==> src/rtl/cpu_clk_pkg.sv <==
// Shared types, constants and phase-length helpers for the CPU clock generator.
package cpu_clk_pkg;

    typedef enum logic [1:0] {
        LOW     = 2'd0,
        HIGH    = 2'd1,
        STRETCH = 2'd2,
        STOP    = 2'd3
    } clk_state_t;

    localparam int unsigned DIV_MIN     = 2;
    localparam int unsigned DIV_DEFAULT = 6;

    // Divisors below DIV_MIN cannot produce a one-cycle high and low phase.
    function automatic int unsigned clamp_div(input int unsigned d);
        return (d < DIV_MIN) ? DIV_MIN : d;
    endfunction

    function automatic int unsigned high_len(input int unsigned d);
        return d / 2;
    endfunction

    function automatic int unsigned low_len(input int unsigned d);
        return d - (d / 2);
    endfunction

endpackage

==> src/rtl/cpu_clk_phase_cnt.sv <==
// Loadable saturating down-counter; tc_c flags the final cycle of a loaded span.
module cpu_clk_phase_cnt #(
    parameter int unsigned W = 8
) (
    input  logic         clk,
    input  logic         rst_n,
    input  logic         load,
    input  logic         en,
    input  logic [W-1:0] load_val,
    output logic         tc_c
);

    logic [W-1:0] count;

    always_ff @(posedge clk or negedge rst_n) begin
        if (!rst_n) begin
            count <= '0;
        end else if (load) begin
            count <= load_val;
        end else if (en && (count != '0)) begin
            count <= count - W'(1);
        end
    end

    // A count of 0 or 1 means the current cycle is the last one.
    assign tc_c = (count <= W'(1));

endmodule

==> src/rtl/cpu_clk_gen.sv <==
// PHI0 generator from CLK_SRC: run-time divisor, high-phase stretching, edge strobes.
// Optional static stop in the high phase when CPU_CLK_STOP_EN is defined.
module cpu_clk_gen #(
    parameter int unsigned CNT_W       = 8,
    parameter int unsigned DIV_DEFAULT = cpu_clk_pkg::DIV_DEFAULT,
    parameter int unsigned STR_W       = 4
) (
    input  logic             CLK_SRC,
    input  logic             RESET_N,
    input  logic [CNT_W-1:0] DIV_IN,
    input  logic             DIV_LOAD,
    input  logic             STRETCH_REQ,
    input  logic [STR_W-1:0] STRETCH_CNT,
`ifdef CPU_CLK_STOP_EN
    input  logic             CLK_STOP,
`endif
    output logic             PHI0,
    output logic             PHI0_RISE,
    output logic             PHI0_FALL,
    output logic [CNT_W-1:0] DIV_ACTIVE
);

    import cpu_clk_pkg::*;

    localparam logic [CNT_W-1:0] DIV_RST = CNT_W'(clamp_div(DIV_DEFAULT));

    clk_state_t       state, state_nx;
    logic [CNT_W-1:0] div_pend, div_act_nx;
    logic             str_arm, str_arm_nx;
    logic             str_sel, str_go, exit_high;
    logic             phi0_nx, rise_nx, fall_nx;
    logic             ph_load, ph_tc;
    logic [CNT_W-1:0] ph_val, ph_low;
    logic             st_load, st_en, st_tc;
    logic [STR_W-1:0] st_val;

    cpu_clk_phase_cnt #(.W(CNT_W)) u_phase_cnt (
        .clk      (CLK_SRC),
        .rst_n    (RESET_N),
        .load     (ph_load),
        .en       (1'b1),
        .load_val (ph_val),
        .tc_c     (ph_tc)
    );

    cpu_clk_phase_cnt #(.W(STR_W)) u_stretch_cnt (
        .clk      (CLK_SRC),
        .rst_n    (RESET_N),
        .load     (st_load),
        .en       (st_en),
        .load_val (st_val),
        .tc_c     (st_tc)
    );

    // Next-state, counter loads and next output values.
    always_comb begin
        state_nx   = state;
        div_act_nx = DIV_ACTIVE;
        ph_load    = 1'b0;
        ph_val     = '0;
        exit_high  = 1'b0;
        ph_low     = CNT_W'(low_len(32'(DIV_ACTIVE)));
        // Stretch request is only looked at during the rise cycle.
        str_sel    = STRETCH_REQ && (STRETCH_CNT != '0);
        str_go     = PHI0_RISE ? str_sel : str_arm;
        str_arm_nx = str_go;
        st_load    = PHI0_RISE;
        st_val     = str_sel ? STRETCH_CNT : '0;
        st_en      = (state == STRETCH);

        case (state)
            LOW: begin
                if (ph_tc) begin
                    state_nx   = HIGH;
                    div_act_nx = div_pend;
                    ph_load    = 1'b1;
                    ph_val     = CNT_W'(high_len(32'(div_pend)));
                end
            end
            HIGH: begin
                if (ph_tc) begin
                    if (str_go) begin
                        state_nx = STRETCH;
                    end else begin
                        exit_high = 1'b1;
                    end
                end
            end
            STRETCH: begin
                if (st_tc) begin
                    exit_high = 1'b1;
                end
            end
`ifdef CPU_CLK_STOP_EN
            STOP: begin
                if (!CLK_STOP) begin
                    state_nx = LOW;
                    ph_load  = 1'b1;
                    ph_val   = ph_low;
                end
            end
`endif
            default: begin
                state_nx = LOW;
            end
        endcase

        if (exit_high) begin
`ifdef CPU_CLK_STOP_EN
            if (CLK_STOP) begin
                state_nx = STOP;
            end else begin
                state_nx = LOW;
                ph_load  = 1'b1;
                ph_val   = ph_low;
            end
`else
            state_nx = LOW;
            ph_load  = 1'b1;
            ph_val   = ph_low;
`endif
        end

        phi0_nx = (state_nx != LOW);
        rise_nx = (state == LOW) && (state_nx == HIGH);
        fall_nx = (state != LOW) && (state_nx == LOW);
    end

    // State and registered outputs.
    always_ff @(posedge CLK_SRC or negedge RESET_N) begin
        if (!RESET_N) begin
            state      <= LOW;
            str_arm    <= 1'b0;
            div_pend   <= DIV_RST;
            DIV_ACTIVE <= DIV_RST;
            PHI0       <= 1'b0;
            PHI0_RISE  <= 1'b0;
            PHI0_FALL  <= 1'b0;
        end else begin
            state      <= state_nx;
            str_arm    <= str_arm_nx;
            DIV_ACTIVE <= div_act_nx;
            PHI0       <= phi0_nx;
            PHI0_RISE  <= rise_nx;
            PHI0_FALL  <= fall_nx;
            if (DIV_LOAD) begin
                div_pend <= CNT_W'(clamp_div(32'(DIV_IN)));
            end
        end
    end

endmodule

==> config.mk <==
export PLATFORM = sky130hd
export DESIGN_NAME = cpu_clk_gen
export DESIGN_NICKNAME = d
export VERILOG_FILES = /design/src/rtl/cpu_clk_pkg.sv /design/src/rtl/cpu_clk_phase_cnt.sv /design/src/rtl/cpu_clk_gen.sv
export SDC_FILE = /design/constraint.sdc
export NUM_CORES = 1
export LEC_CHECK = 0
export BUFFER_PORTS_ARGS = -buffer_cell sky130_fd_sc_hd__buf_4
export CORE_UTILIZATION = 55
export DETAILED_ROUTE_END_ITERATION = 12
export PLACE_DENSITY_LB_ADDON = 0.25
export SETUP_SLACK_MARGIN = 0.5
export SLEW_MARGIN = 40
export SYNTH_ARGS = -nofsm -noshare
export SYNTH_HDL_FRONTEND = slang
export SYNTH_SLANG_ARGS = --single-unit
==> constraint.sdc <==
create_clock -name CLK_SRC -period 5 [get_ports CLK_SRC]
set_clock_uncertainty 0.1 [all_clocks]
set_input_delay 0.75 -clock CLK_SRC [delete_from_list [all_inputs] [get_ports CLK_SRC]]
set_output_delay 0.75 -clock CLK_SRC [all_outputs]
set_load 0.01 [all_outputs]
==> metrics.csv <==
stage,metric,value,unit
sta,Final Setup Violations,0,
sta,minimum hold slack,0.301,ns
detailed_routing,via-per-instance ratio,5.49,
pwr,P per Cell Area,220,nW/um^2
synth,post-synth net total,249,
detailed_routing,detailed-route via count,1604,
cells_and_area,layout cells sized above 1,0.225,
worst_setup_path,WS Path Type,primary input to flop,
die,DIE AREA,4140,sq um
synth,Seq cells post-synth,34,
sta,post-route setup TNS,0,ns
cells_and_area,antenna cells,0,
sta,Max-slew headroom,0.501,
sta,final slew viol count,0,
clock_network,CTS resizes,0,
worst_setup_path,crit path launch type,primary input,
clock_network,H-tree depth,2,
placement,Final HPWL DP,2940,um
synth,Cells after Synth,214,
pwr,peak supply drop,0.149,mV
worst_setup_path,Worst EP arrival,2.39,ns
global_routing,residual overflow from global routing,0,
cells_and_area,Synth-to-Final Area Change,15.9,%
sta,Fmax,0.430,GHz
cells_and_area,Final Instance Area,2480,sq um
detailed_routing,drt pass-1 iters,4,
sta,Worst-Margin Slew,0.749,ns
synth,synthesized area per cell,10.0,sq um
detailed_routing,initial DRC count,53,
sta,fin crit share,0.465,
global_routing,largest net degree at the start of global routing,35,
die,Ports,27,
clock_network,postcts setup bufs,0,
job,max_cap viols,0,
synth,Ys Warns,0,
cells_and_area,"commonest non-fill, non-tap cells in the layout","30 x dfrtp_1, 26 x buf_4, 19 x inv_1",
synth,Yosys cell types,46,
clock_network,CTS tree,done,
placement,Area after DPL,2370,sq um
die,core area,3690,sq um
cells_and_area,nets,278,
synth,sequential area share after synthesis,0.400,
sta,RSZ-0062 raised after global routing,false,
worst_setup_path,WP data required,5.07,ns
die,row cnt,22,
sta,final hold vios,0,
worst_setup_path,Crit. End Element,flop,
clock_network,"Reg clk slew, reported paths",0.07,ns
synth,ys flop type,dfrtp_1,
die,initial core utilization,0.580,
synth,synthesized area,2140,sq um
clock_network,Root Buffer,clkbuf_8,
placement,Port Buf Inserts,26,
clock_network,CTS Buf Count,5,
clock_network,Clock Tree Buf Depth,2,
detailed_routing,Routed Antenna Nets,0,
placement,routability cong.,0.803,
synth,ys async rst share,1.00,
global_routing,number of global-route vias before repair,1508,
clock_network,clk_lat worst skew,0.28,ns
worst_setup_path,largest fanout on the critical path,18,
detailed_routing,Routed wire per std cell,13.6,um
clock_network,CTS sink cnt,34,
global_routing,initial antenna violation count,0,
cells_and_area,"commonest non-fill, non-tap cell in the layout",dfrtp_1,
synth,number of synthesized flops with an enable pin,0,
detailed_routing,drt total wl,3960,um
die,DIE HEIGHT,64.4,um
global_routing,GRT Overall Usage,0.220,
global_routing,first-pass GRT wire length,6930,um
detailed_routing,DRC violations left,0,
pwr,Lkg Pwr,1.09,nW
die,die width,64.4,um
outcome,outcome,"complete, no violations",
clock_network,"Hold-fix buffers, CTS",0,
worst_hold_path,path category of the worst min-delay check,primary input to async pin,
sta,Tmin final,2.32,ns
## worst paths after layout
kind	slack, ns	depth (start not counted)	from	endpoint
worst min register to register	0.41	2	div_pend[0]$_DFFE_PN0P_	DIV_ACTIVE[0]$_DFFE_PN0P_
max in group asynchronous	4.16	1	RESET_N	div_pend[2]$_DFFE_PN1P_
worst min-delay path	0.30	1	RESET_N	u_stretch_cnt.count[2]$_DFFE_PN0P_
worst max register to register	2.70	8	u_phase_cnt.count[0]$_DFFE_PN0P_	u_phase_cnt.count[6]$_DFFE_PN0P_
min in group CLK_SRC	0.41	2	div_pend[0]$_DFFE_PN0P_	DIV_ACTIVE[0]$_DFFE_PN0P_
worst max-delay path	2.68	6	STRETCH_CNT[2]	u_phase_cnt.count[7]$_DFFE_PN0P_
## final cells by class
class                   count  area, sq um
fillers                   312         1210
repair buffers             27          206
clock buffers               8          110
inverters                  19         71.3
flip-flops and latches     34          856
multi-input cells         156         1180
well taps                  48         60.1
## through the flow
stage	cells	util	total power [mW]	setup WS (ns)
floorplan	214	-	0.300	2.88
global placement	283	0.639	0.319	2.44
detailed placement	284	0.642	0.319	2.39
CTS	292	0.672	0.552	2.69
global route	292	0.672	0.567	2.46
finish	292	0.672	0.546	2.68
## worst max-delay path, cell delays in order
cell and delay, ns:
buf_4 0.11, nor4_1 0.31, o22ai_1 0.23, o31ai_4 0.72
nor2_1 0.12, o2bb2ai_1 0.15
## cell families (layout without fill, tap and decap cells)
group,after synthesis,count (layout),synth area share
compound gates,52,52,0.168
xor+xnor,11,11,0.0450
fa+ha+maj,19,19,0.115
buf+inv,24,54,0.0503
flops,34,34,0.400
mux,14,14,0.0690
simple gates,60,60,0.153
## where the power goes
group,internal (mW),switching (mW)
logic,0.0135,0.0111
clock network,0.139,0.0941
registers,0.283,0.00611
total,0.435,0.111
## synthesized netlist by cell type, types with 2 or more instances
| library cell | instances | share of area |
|---|---|---|
| dfrtp_1 | 30 | 0.35 |
| inv_1 | 19 | 0.033 |
| ha_1 | 18 | 0.11 |
| nand2_1 | 18 | 0.032 |
| o21ai_0 | 17 | 0.040 |
| nor2_1 | 13 | 0.023 |
| mux2i_1 | 8 | 0.037 |
| a21oi_1 | 7 | 0.016 |
| mux2_2 | 6 | 0.032 |
| xnor2_1 | 6 | 0.025 |
| a221oi_1 | 5 | 0.020 |
| nand3_1 | 5 | 0.012 |
| xor2_1 | 5 | 0.020 |
| dfstp_2 | 4 | 0.049 |
| nor2b_1 | 4 | 0.012 |
| nor3_1 | 4 | 0.0094 |
| or2_2 | 4 | 0.012 |
| a21o_1 | 3 | 0.011 |
| a31oi_1 | 3 | 0.0088 |
| or4_1 | 3 | 0.011 |
| buf_2 | 2 | 0.0047 |
| buf_6 | 2 | 0.011 |
| nor4_1 | 2 | 0.0058 |
| nor4_2 | 2 | 0.012 |
| o22ai_1 | 2 | 0.0058 |
| o31ai_1 | 2 | 0.0070 |
## sequential cells by signal (all words and copies together) (netlist names)
signal               cells
PHI0_FALL                1
PHI0_RISE                1
str_arm                  1
u_stretch_cnt.count      4
div_pend                 8
u_phase_cnt.count        8
PHI0                     1
state                    2
DIV_ACTIVE               8
## routing by layer
layer	part of all wire	GRT usage	vias to the layer above
met5	0	0	-
met4	0.0083	0.0667	0
met3	0.027	0.0482	5
met2	0.48	0.363	19
met1	0.48	0.288	760
li1	-	-	820
No activity file was read; power rests on OpenSTA's default activity.
